$ cat config.mk
export PLATFORM = sky130hd
export DESIGN_NAME = sync_down_counter
export DESIGN_NICKNAME = d
export VERILOG_FILES = /design/src/rtl/sync_down_counter.sv
export SDC_FILE = /design/constraint.sdc
export NUM_CORES = 1
export LEC_CHECK = 0
export ABC_AREA = 0
export CORE_AREA = 2 2 39 41
export DETAILED_ROUTE_END_ITERATION = 8
export DIE_AREA = 0 0 41 43
export HOLD_SLACK_MARGIN = 0.05
export SLEW_MARGIN = 20
export SYNTH_ARGS = -nofsm -noshare
export SYNTH_HDL_FRONTEND = slang
export SYNTH_SLANG_ARGS = --single-unit
$ cat constraint.sdc
create_clock -name clk -period 2.5 [get_ports clk]
set_input_delay 0.25 -clock clk [delete_from_list [all_inputs] [get_ports clk]]
set_output_delay 0.25 -clock clk [all_outputs]
set_load 0.01 [all_outputs]
$ cat src/rtl/sync_down_counter.sv
// sync_down_counter: loadable, enable-gated down counter with a one-cycle terminal-count pulse.
// Optional periodic auto-reload is enabled by defining DOWN_CNT_RELOAD_EN.
module sync_down_counter #(
    parameter int WIDTH = 3
) (
    input  logic             clk,
    input  logic             reset,
    input  logic             load,
    input  logic [WIDTH-1:0] load_val,
    input  logic             en,
    output logic [WIDTH-1:0] count,
    output logic             zero,
    output logic             tc,
    output logic             busy
);
    localparam logic [1:0] IDLE = 2'd0;
    localparam logic [1:0] RUN  = 2'd1;
    localparam logic [1:0] DONE = 2'd2;
    localparam logic [WIDTH-1:0] ONE = WIDTH'(1);
`ifdef DOWN_CNT_RELOAD_EN
    localparam logic [1:0] END_ST = RUN;
    logic [WIDTH-1:0] reload;
    // Remember the last loaded value so the count can restart from it after reaching zero
    always_ff @(posedge clk) begin
        if (reset)
            reload <= '0;
        else if (load)
            reload <= load_val;
    end
`else
    localparam logic [1:0] END_ST = DONE;
`endif
    logic [1:0] state;
    assign zero = (count == '0);
    assign busy = (state == RUN);
    // Load has priority over decrement; tc is raised only on the 1 -> 0 decrement
    always_ff @(posedge clk) begin
        if (reset) begin
            count <= '0;
            state <= IDLE;
            tc    <= 1'b0;
        end else if (load) begin
            count <= load_val;
            state <= (load_val != '0) ? RUN : IDLE;
            tc    <= 1'b0;
        end else if (state == RUN && en) begin
            if (count == ONE) begin
                count <= '0;
                state <= END_ST;
                tc    <= 1'b1;
            end else if (count == '0) begin
`ifdef DOWN_CNT_RELOAD_EN
                count <= reload;
`endif
                tc    <= 1'b0;
            end else begin
                count <= count - ONE;
                tc    <= 1'b0;
            end
        end else begin
            tc <= 1'b0;
        end
    end
endmodule

==> out/qor.yml <==
cp.arrival_ns: 1.61
initial_utilization_pct: 26.2
grt_max_degree: 15
avgSynthCellArea_um2: 9.30
min_period_over_period_pct: 74.4
grt.total_usage_pct: 10.8
seqPwrFrac_pct: 37.5
dp_hpwl_um: 572
fin_ws_ns: 0.640
rsz0062_at_grt: "no"
htreeDepth: 1
seq_area_frac_synth_pct: 33.1
status: "completed"
cp-end-kind: "primary output"
pwr_density_cell_nw_per_um2: 570
drt_iter0_drc: 9
routed_wl_um: 757
design.die.area_um2: 1760
tightest_slew_ns: 0.456
synth-seq-cells: 6
finalSetupViolCount: 0
cts_made_buffers: 3
fin_crit_ns: 1.86
critical_path_required_ns: 2.25
p_sw_share_pct: 28.7
combPwrFrac_pct: 33.2
area_growth_pct: 43.4
globalplace.congestion: 0.711
slew-limit-headroom_pct: 69.5
worstSkewPairLatency_ns: 0.24
fillerInstances: 144
grt_pass1_vias: 344
firstDrtPassIters: 4
drive_gt1_share_pct: 11.3
ir_drop_v: 0.000120
fp.dieH_um: 43
crit_chain: "inv_1, ha_1, and2b_2, clkdlybuf4s50_1"
critPathMaxFanout: 4
drv_slew: 0
max_freq_ghz: 0.538
cts_tree: "yes"
netlist_area_um2: 363
post_cts_buffers: 0
ant_nets: 0
yosysWarnings: 0
grt_first_pass_wirelength_um: 1280
fin_setup_tns_ns: 0
ioPinCount: 13
die_w_um: 41
drc: 0
antenna-diode-count: 0
cts_buffer_depth: 2
start_kind: "register"
syn_inst: 39
p_int_mw: 0.212
slowest_delay_ns: 0.48
rr_startpoint: "count[0]"
rows: 14
wl_per_cell_um: 11.0
hold_class: "register to register"
antenna_found_initial: 0
postCtsHoldBufs: 0
place_ws_ns: 0.794
p_switching_mw: 0.0851
viasPerCell: 5.01
min_from: "state[1]"
grt_overflow: 0
cts_root_buf: "clkbuf_4"
max_cap_viol_count: 0
clk_pin_slew_ns: 0.04
critical_path_class: "register to primary output"
power_frac_clock_pct: 29.3
p_leak_nw: 0.195
io_buffer_count: 12
core_area_um2: 1380
nets: 65
hold_viol_final: 0
clock_skew_ns: 0.00131
syn-num-nets: 49
cts_resized: 0
route.vias.total: 346
crit_path_start: "count[0]"
synth_cell_type_count: 19
cts.sinks: 6
cp_slowest_cell: "clkdlybuf4s50_1"
==> placed cells by master, fill, tap and decap left out <==
cell type,n
and2b_2,1
nand3b_1,1
and3b_1,1
ha_1,3
nor3_1,3
a211oi_1,6
clkbuf_4,3
inv_1,4
dfxtp_1,6
nor2b_1,1
and2b_1,2
o41a_1,1
nand3_1,1
o21ai_0,1
o2bb2ai_2,1
nor4b_1,1
a21oi_1,2
nor2_1,2
clkdlybuf4s50_1,12
o41ai_2,1
==> critical path, delay by kind of cell (launching register included) <==
family	cells	cell delay, ns
buffers and inverters	2	0.57
and+or+nand+nor	1	0.21
adders and majority gates	1	0.22
DFF	1	0.37
==> cell usage after synthesis <==
library cell	n	area share, %
nand3_1	1	1.4
dfxtp_1	6	33
o21ai_0	1	1.4
a21oi_1	2	2.8
o41ai_2	1	4.5
nor2_1	2	2.1
nor2b_1	1	1.7
nor4b_1	1	2.4
buf_2	1	1.4
nor3_1	3	4.1
nand3b_1	1	2.1
a211oi_1	6	12
o41a_1	1	3.1
inv_1	4	4.1
and2b_1	2	4.1
o2bb2ai_2	1	4.1
and2b_2	1	2.4
and3b_1	1	2.4
ha_1	3	10
==> path summary, 6_finish.rpt <==
check	endpoint	cells past startpoint	slack, ns
hold / removal	state[1]	2	0.50
setup / recovery	zero	4	0.64
setup reg to reg	count[2]	4	1.03
hold reg to reg	state[1]	2	0.50
==> per-stage QoR <==
stage                     utilization, %  cell area [µm²]  instances  power [mW]  hold slack, ns
final                               37.6              520         69       0.297           0.498
after global routing                37.6              520         69       0.321           0.519
after CTS                           37.6              520         69       0.305           0.502
after global placement              36.0              498         66       0.212           0.483
after floorplan                        -              363         39       0.168           0.323
after detailed placement            36.0              498         66       0.212           0.483
==> power groups by stage <==
| stage | Combinational (mW) | Sequential (mW) | Clock (mW) |
|---|---|---|---|
| 2_1_floorplan | 0.0535 | 0.115 | 0 |
| 3_3_place_gp | 0.0988 | 0.113 | 0 |
| 3_5_place_dp | 0.0992 | 0.113 | 0 |
| 4_1_cts | 0.0998 | 0.111 | 0.0935 |
| 5_1_grt | 0.112 | 0.113 | 0.0971 |
| 6_report | 0.0987 | 0.111 | 0.0870 |
==> cell type report <==
class	count	area [µm²]	area share [%]
well taps	16	20.0	3.85
inverters	4	15.0	2.88
repair buffers	12	120	23.1
flip-flops and latches	6	120	23.1
multi-input cells	28	223	42.8
clock buffers	3	22.5	4.33
==> sequential cells by signal (all words and copies together) (netlist names) <==
| signal | cells |
|---|---|
| count | 3 |
| state | 2 |
| tc | 1 |
==> layer usage <==
metal	wire [µm]	up-vias	global-route usage [%]
met1	354	159	13.1
met2	341	8	15.0
li1	-	177	-
met3	49	2	2.09
met4	12	0	10.0
met5	0	-	0
==> logic make-up after synthesis <==
kind of cell / share of synthesized area, %
compound gates: 28.3
fa+ha+maj: 10.3
buf+inv: 5.51
flops: 33.1
simple gates: 22.8
Note: power is estimated with default switching activity, not from simulation.
